File: src/rtl/bus_pkg.sv
// Shared bus/serial frame definitions for the parallel<->serial bridge pair.
// Frames are sent MSB first, so struct fields are declared in wire order.
package bus_pkg;

  localparam int ADDR_WIDTH  = 14;
  localparam int DATA_WIDTH  = 8;
  localparam int FRAME_WIDTH = 27;
  localparam int RESP_WIDTH  = 12;

  typedef enum logic [1:0] {
    CMD_READ        = 2'b00,
    CMD_WRITE       = 2'b01,
    CMD_SPLIT_START = 2'b10
  } cmd_e;

  typedef enum logic [2:0] {
    S_IDLE,
    S_WAIT_RDY,
    S_SHIFT,
    S_WAIT_RESP,
    S_RECV,
    S_DONE
  } p2s_state_e;

  typedef struct packed {
    logic                  start;
    cmd_e                  cmd;
    logic [ADDR_WIDTH-1:0] addr;
    logic [DATA_WIDTH-1:0] data;
    logic                  parity;
    logic                  stop;
  } serial_frame_t;

  typedef struct packed {
    logic                  start;
    logic                  status;
    logic [DATA_WIDTH-1:0] data;
    logic                  parity;
    logic                  stop;
  } resp_frame_t;

  function automatic logic calc_parity(cmd_e cmd, logic [ADDR_WIDTH-1:0] addr,
                                       logic [DATA_WIDTH-1:0] data);
    return ^{cmd, addr, data};
  endfunction

  function automatic logic calc_resp_parity(logic status, logic [DATA_WIDTH-1:0] data);
    return ^{status, data};
  endfunction

endpackage

File: src/rtl/parallel_to_serial_sclk_gen.sv
// Free-running serial clock divider; strobes are high in the cycle whose
// closing clk_i edge produces the corresponding sclk_o transition.
module sclk_gen #(
  parameter int HALF_DIV = 2
) (
  input  logic clk_i,
  input  logic rst_ni,
  output logic sclk_o,
  output logic fall_stb_o,
  output logic rise_stb_o
);

  localparam int CW = (HALF_DIV > 1) ? $clog2(HALF_DIV) : 1;

  logic [CW-1:0] cnt_q;
  logic          sclk_q;
  logic          wrap;

  assign wrap = (cnt_q == CW'(HALF_DIV - 1));

  always_ff @(posedge clk_i or negedge rst_ni) begin
    if (!rst_ni) begin
      cnt_q  <= '0;
      sclk_q <= 1'b0;
    end else if (wrap) begin
      cnt_q  <= '0;
      sclk_q <= ~sclk_q;
    end else begin
      cnt_q  <= cnt_q + 1'b1;
    end
  end

  assign sclk_o     = sclk_q;
  assign fall_stb_o = wrap & sclk_q;
  assign rise_stb_o = wrap & ~sclk_q;

endmodule

File: src/rtl/parallel_to_serial.sv
// Master bridge: one parallel request -> 27-bit serial request frame, then
// waits for and decodes the 12-bit response frame into rdata_o/err_o.
module parallel_to_serial
  import bus_pkg::*;
#(
  parameter int SCLK_HALF_DIV = 2,
  parameter int RESP_TIMEOUT  = 1024
) (
  input  logic                  clk_i,
  input  logic                  rst_ni,
  input  logic                  valid_i,
  input  logic [ADDR_WIDTH-1:0] addr_i,
  input  logic [DATA_WIDTH-1:0] wdata_i,
  input  logic                  we_i,
  input  logic                  split_i,
  output logic                  ready_o,
  output logic [DATA_WIDTH-1:0] rdata_o,
  output logic                  err_o,
  output logic                  sdata_o,
  output logic                  sclk_o,
  output logic                  svalid_o,
  input  logic                  sready_i,
  input  logic                  sdata_i,
  input  logic                  sclk_resp_i,
  input  logic                  svalid_resp_i
);

  localparam int TW = $clog2(RESP_TIMEOUT + 1);
  localparam int BW = $clog2(FRAME_WIDTH);
  localparam int RW = $clog2(RESP_WIDTH);

  logic fall_stb;
  logic unused_rise_stb;

  sclk_gen #(.HALF_DIV(SCLK_HALF_DIV)) u_sclk_gen (
    .clk_i      (clk_i),
    .rst_ni     (rst_ni),
    .sclk_o     (sclk_o),
    .fall_stb_o (fall_stb),
    .rise_stb_o (unused_rise_stb)
  );

  // All three response lines share the same sync depth so data stays aligned to its clock edge.
  logic [1:0] rclk_sync_q, rdat_sync_q, rvld_sync_q;
  logic       rclk_prev_q;
  logic       resp_rise, rdat, rvld;

  always_ff @(posedge clk_i or negedge rst_ni) begin
    if (!rst_ni) begin
      rclk_sync_q <= '0;
      rdat_sync_q <= '0;
      rvld_sync_q <= '0;
      rclk_prev_q <= 1'b0;
    end else begin
      rclk_sync_q <= {rclk_sync_q[0], sclk_resp_i};
      rdat_sync_q <= {rdat_sync_q[0], sdata_i};
      rvld_sync_q <= {rvld_sync_q[0], svalid_resp_i};
      rclk_prev_q <= rclk_sync_q[1];
    end
  end

  assign resp_rise = rclk_sync_q[1] & ~rclk_prev_q;
  assign rdat      = rdat_sync_q[1];
  assign rvld      = rvld_sync_q[1];

  p2s_state_e             state_q;
  logic [FRAME_WIDTH-1:0] shift_q;
  logic [BW-1:0]          bcnt_q;
  logic [TW-1:0]          tmo_q;
  logic [RESP_WIDTH-2:0]  rsh_q;
  logic [RW-1:0]          rcnt_q;

  cmd_e                   req_cmd;
  logic [DATA_WIDTH-1:0]  req_data;
  serial_frame_t          req_frame;
  resp_frame_t            resp_w;
  logic                   resp_ok;

  always_comb begin
    req_cmd = CMD_READ;
    if (we_i) req_cmd = split_i ? CMD_SPLIT_START : CMD_WRITE;
    req_data  = we_i ? wdata_i : '0;
    req_frame = '{start:  1'b1,
                  cmd:    req_cmd,
                  addr:   addr_i,
                  data:   req_data,
                  parity: calc_parity(req_cmd, addr_i, req_data),
                  stop:   1'b1};
    resp_w  = {rsh_q, rdat};
    resp_ok = resp_w.start & resp_w.stop &
              (resp_w.parity == calc_resp_parity(resp_w.status, resp_w.data));
  end

  always_ff @(posedge clk_i or negedge rst_ni) begin
    if (!rst_ni) begin
      state_q  <= S_IDLE;
      shift_q  <= '0;
      bcnt_q   <= '0;
      tmo_q    <= '0;
      rsh_q    <= '0;
      rcnt_q   <= '0;
      ready_o  <= 1'b0;
      rdata_o  <= '0;
      err_o    <= 1'b0;
      sdata_o  <= 1'b0;
      svalid_o <= 1'b0;
    end else begin
      case (state_q)
        S_IDLE: begin
          if (valid_i) begin
            shift_q <= req_frame;
            state_q <= S_WAIT_RDY;
          end
        end
        S_WAIT_RDY: begin
          if (fall_stb && sready_i) begin
            sdata_o  <= shift_q[FRAME_WIDTH-1];
            svalid_o <= 1'b1;
            shift_q  <= {shift_q[FRAME_WIDTH-2:0], 1'b0};
            bcnt_q   <= BW'(FRAME_WIDTH - 1);
            state_q  <= S_SHIFT;
          end
        end
        S_SHIFT: begin
          // bcnt_q counts bits still to drive after the one currently on the wire.
          if (fall_stb) begin
            if (bcnt_q == '0) begin
              sdata_o  <= 1'b0;
              svalid_o <= 1'b0;
              tmo_q    <= '0;
              state_q  <= S_WAIT_RESP;
            end else begin
              sdata_o <= shift_q[FRAME_WIDTH-1];
              shift_q <= {shift_q[FRAME_WIDTH-2:0], 1'b0};
              bcnt_q  <= bcnt_q - 1'b1;
            end
          end
        end
        S_WAIT_RESP: begin
          if (resp_rise && rvld && rdat) begin
            rsh_q   <= {{(RESP_WIDTH-2){1'b0}}, 1'b1};
            rcnt_q  <= RW'(1);
            state_q <= S_RECV;
          end else if (tmo_q == TW'(RESP_TIMEOUT - 1)) begin
            ready_o <= 1'b1;
            err_o   <= 1'b1;
            rdata_o <= '0;
            state_q <= S_DONE;
          end else if (tmo_q != '1) begin
            tmo_q <= tmo_q + 1'b1;
          end
        end
        S_RECV: begin
          if (!rvld) begin
            ready_o <= 1'b1;
            err_o   <= 1'b1;
            rdata_o <= '0;
            state_q <= S_DONE;
          end else if (resp_rise) begin
            if (rcnt_q == RW'(RESP_WIDTH - 1)) begin
              ready_o <= 1'b1;
              err_o   <= resp_ok ? resp_w.status : 1'b1;
              rdata_o <= resp_ok ? resp_w.data : '0;
              state_q <= S_DONE;
            end else begin
              rsh_q  <= {rsh_q[RESP_WIDTH-3:0], rdat};
              rcnt_q <= rcnt_q + 1'b1;
            end
          end
        end
        S_DONE: begin
          ready_o <= 1'b0;
          err_o   <= 1'b0;
          rdata_o <= '0;
          state_q <= S_IDLE;
        end
        default: state_q <= S_IDLE;
      endcase
    end
  end

endmodule

File: config.mk
export PLATFORM = sky130hd
export DESIGN_NAME = parallel_to_serial
export DESIGN_NICKNAME = d
export VERILOG_FILES = /design/src/rtl/bus_pkg.sv /design/src/rtl/parallel_to_serial_sclk_gen.sv /design/src/rtl/parallel_to_serial.sv
export SDC_FILE = /design/constraint.sdc
export NUM_CORES = 1
export LEC_CHECK = 0
export ABC_AREA = 1
export BUFFER_PORTS_ARGS = -buffer_cell sky130_fd_sc_hd__buf_2
export CORE_ASPECT_RATIO = 0.5
export CORE_MARGIN = 2
export CORE_UTILIZATION = 55
export CTS_CLUSTER_DIAMETER = 150
export DETAILED_ROUTE_END_ITERATION = 10
export PLACE_DENSITY = 0.75
export SLEW_MARGIN = 20
export SYNTH_ARGS = -nofsm -noshare
export SYNTH_HDL_FRONTEND = slang
export SYNTH_HIERARCHICAL = 1
export SYNTH_SLANG_ARGS = --single-unit
File: constraint.sdc
create_clock -name clk_i -period 2.8 [get_ports clk_i]
set_input_delay 0.42 -clock clk_i [delete_from_list [all_inputs] [get_ports clk_i]]
set_output_delay 0.42 -clock clk_i [all_outputs]
set_load 0.01 [all_outputs]
==> results_tabular.tex <==
\begin{tabular}{lr}
\hline
Metric & Value \\
\hline
\multicolumn{2}{l}{\textbf{Synth}} \\
\quad Synthesized cell area & 4580 um\^{}2 \\
\quad Per-instance average area after synthesis & 7.20 um\^{}2 \\
\quad Cells after Synth & about 640 \\
\quad Syn Nets & 670 \\
\quad Count of synthesis-stage warnings from yosys & 6 \\
\multicolumn{2}{l}{\textbf{Timing}} \\
\quad Hold violation total from the final report & 0 \\
\quad RSZ-0062 raised after global routing & false \\
\quad Worst Slack Setup Final & 0.631 ns \\
\quad Number of endpoints failing setup at the final stage & 0 \\
\quad Final max-slew violation count & 0 \\
\quad Max\_slew headroom & $\sim$55\% \\
\quad Period utilisation layout & 77.5\% \\
\quad Setup TNS & 0 ns \\
\quad Slew of the pin with the lowest slew margin & between 0.6 and 0.7 ns \\
\quad Final critical path time including I/O delays and setup & between 2 and 2.5 ns \\
\quad Peak Freq & between 400 and 500 MHz \\
\quad Setup skew after layout & around 0.0053 ns \\
\multicolumn{2}{l}{\textbf{Critical path}} \\
\quad Element type at the critical path end & flop \\
\quad Nature of the critical path startpoint & flop \\
\quad Critical path data required time & just over 3 ns \\
\quad Worst Reg-to-Reg Cells & 10 \\
\quad CP Max Fanout & 18 \\
\quad Startpoint-to-endpoint class of the critical path & reg2reg \\
\quad Origin of the critical flop-to-flop path & state\_q[0] \\
\quad Setup slack on the worst flop-to-flop path & $\sim$0.63 ns \\
\quad Startpoint of the most critical setup path & state\_q[0] \\
\quad FF-to-FF End & rcnt\_q[0] \\
\quad Arrival time at the worst endpoint & about 2.4 ns \\
\multicolumn{2}{l}{\textbf{Floorplanning}} \\
\quad DIE HEIGHT & 68.5 um \\
\quad Boundary pin count & 44 \\
\quad Total number of placement rows & 23 \\
\quad Total Die Area & between 9000 and 10000 um\^{}2 \\
\quad Starting Density & between 50\% and 60\% \\
\quad Die width & roughly 130 um \\
\quad Floorplan core area & between 8000 and 9000 um\^{}2 \\
\multicolumn{2}{l}{\textbf{Detailed routing}} \\
\quad Antenna Nets Post-Route & 0 \\
\quad 1st-pass router iterations & 5 \\
\quad Total DRC errors in the routed layout & 0 \\
\quad DRT Wirelength & 8870 um \\
\quad Average wire length per cell after detail routing & approximately 11 um \\
\quad Via-per-instance ratio & 4.95 \\
\quad DRC marker count from the first detailed-route iteration & between 300 and 400 \\
\quad Vias after detailed routing & 3922 \\
\multicolumn{2}{l}{\textbf{Placement}} \\
\quad DP HPWL & 6420 um \\
\quad Setup slack after placement & between 0.6 and 0.7 ns \\
\quad Final weighted congestion of routability-driven global placement & roughly 0.8 \\
\quad Number of buffers inserted by port buffering & 43 \\
\multicolumn{2}{l}{\textbf{Clocking}} \\
\quad Clock tree from TritonCTS & yes \\
\quad Clock latency at the later pin of the worst-skew pair & approximately 0.33 ns \\
\quad Number of gates resized after cts & 0 \\
\quad Clock Path Buffers & 2 \\
\quad Post-CTS Repair Setup Buffers & 0 \\
\quad Maximum level of the CTS H-tree & 3 \\
\quad Hold-fix buffer count after cts & 0 \\
\quad Number of CTS-inserted buffers & 9 \\
\quad CTS clock-pin slew for the worst setup and hold paths & 0.06 ns \\
\quad TritonCTS sink count & 82 \\
\quad Root buffer selected by CTS & sky130\_fd\_sc\_hd\_\_clkbuf\_16 \\
\multicolumn{2}{l}{\textbf{Pwr}} \\
\quad Logic gate share of total power & between 40\% and 50\% \\
\quad Internal power of the cells & 3.01 mW \\
\quad Sw Ratio & around two fifths \\
\quad Clock network fraction of total power & 23.6\% \\
\quad Net switching power & 2.04 mW \\
\quad Pwr per Cell Area & 971 nW/um\^{}2 \\
\quad Sequential Power Share & a little over a third \\
\quad Leakage & between 2 and 3 nW \\
\quad Maximum vdd ir drop & roughly 0.54 mV \\
\multicolumn{2}{l}{\textbf{Layout}} \\
\quad Post-layout net count & slightly above 700 \\
\quad Most frequent standard cell in the layout excluding fill and tap cells & sky130\_fd\_sc\_hd\_\_nand2\_1 \\
\quad Ant diodes & 0 \\
\quad Most frequent cells in the layout & 231 x sky130\_fd\_sc\_hd\_\_nand2\_1, 82 x sky130\_fd\_sc\_hd\_\_dfrtp\_1, 75 x sky130\_fd\_sc\_hd\_\_inv\_1, 63 x sky130\_fd\_sc\_hd\_\_nor2\_1, 44 x sky130\_fd\_sc\_hd\_\_nand3\_1 \\
\quad Area growth from synthesis to layout & 13.4\% \\
\quad Layout cells sized above 1 & between 10\% and 20\% \\
\multicolumn{2}{l}{\textbf{Min path}} \\
\quad Path class of the lowest-slack min-delay path & in2async \\
\multicolumn{2}{l}{\textbf{Run}} \\
\quad Total of max-cap violations & 0 \\
\multicolumn{2}{l}{\textbf{Global routing}} \\
\quad Grt ovf & 0 \\
\quad Largest net degree at the start of global routing & 54 \\
\quad All-Layer GR Usage & between 20\% and 30\% \\
\quad Global-route wire length before repair & around 15000 um \\
\quad Number of global-route vias before repair & about 3500 \\
\quad Initial antenna violation count & 0 \\
\multicolumn{2}{l}{\textbf{Outcome}} \\
\quad Outcome & complete, no violations \\
\hline
\end{tabular}
## per-stage QoR
stage	cells	hold slack, ns	util [%]	total power, mW	area, um^2
2_1_floorplan	636	0.124	-	3.44	4580
3_3_place_gp	778	0.339	60.9	3.84	4890
3_5_place_dp	778	0.341	60.9	3.88	4890
4_1_cts	793	0.144	64.7	5.08	5190
5_1_grt	793	0.182	64.7	5.46	5190
6_report	793	0.114	64.7	5.04	5190
## metal layers
metal | up-vias | global-route usage [%] | part of all wire [%]
met3 | 11 | 4.90 | 3.6
met4 | 0 | 6.59 | 0.82
met5 | - | 0 | 0
li1 | 2080 | - | -
met2 | 72 | 34.8 | 45
met1 | 1759 | 28.3 | 51
## how the worst max path moves through the flow
stage                  to  cells after the start
6_report        rcnt_q[0]                     10
5_1_grt         rcnt_q[0]                     10
4_1_cts         rcnt_q[0]                     10
3_5_place_dp    rcnt_q[0]                     10
3_3_place_gp    rcnt_q[0]                     10
2_1_floorplan  rdata_o[7]                     12
## final cells by class
cell class / instances / area [um^2]
multi-input cells: 451 / 2090
well taps: 112 / 140
fillers: 705 / 2840
clock inverters: 2 / 35.0
clock buffers: 13 / 270
inverters: 85 / 322
flip-flops and latches: 82 / 2050
repair buffers: 48 / 280
## state kept, by name (all words and copies together), names as in the netlist
signal and count:
shift_q 27, rsh_q 11, tmo_q 11, rdata_o 8, bcnt_q 5, rcnt_q 4
state_q 3, rclk_sync_q 2, rdat_sync_q 2, rvld_sync_q 2, err_o 1, rclk_prev_q 1
ready_o 1, sdata_o 1, svalid_o 1, u_sclk_gen/cnt_q 1, u_sclk_gen/sclk_o 1
## power groups by stage
stage | combinational (mW) | clock, mW | sequential [mW]
3_5_place_dp | 2.11 | 0 | 1.76
4_1_cts | 2.12 | 1.21 | 1.75
3_3_place_gp | 2.09 | 0 | 1.75
5_1_grt | 2.41 | 1.27 | 1.79
2_1_floorplan | 1.75 | 0 | 1.69
6_report | 2.10 | 1.19 | 1.75
## critical path, stage by stage, from the launching register on
cell	delay, ns
sky130_fd_sc_hd__dfrtp_1	0.52
sky130_fd_sc_hd__nor2_4	0.18
sky130_fd_sc_hd__nand2_2	0.12
sky130_fd_sc_hd__inv_4	0.18
sky130_fd_sc_hd__nand2_1	0.10
sky130_fd_sc_hd__nand2_1	0.06
sky130_fd_sc_hd__nand3_1	0.06
sky130_fd_sc_hd__buf_4	0.18
sky130_fd_sc_hd__inv_1	0.23
sky130_fd_sc_hd__nand2_1	0.15
sky130_fd_sc_hd__mux2_2	0.28
Note: power is estimated with default switching activity, not from simulation.
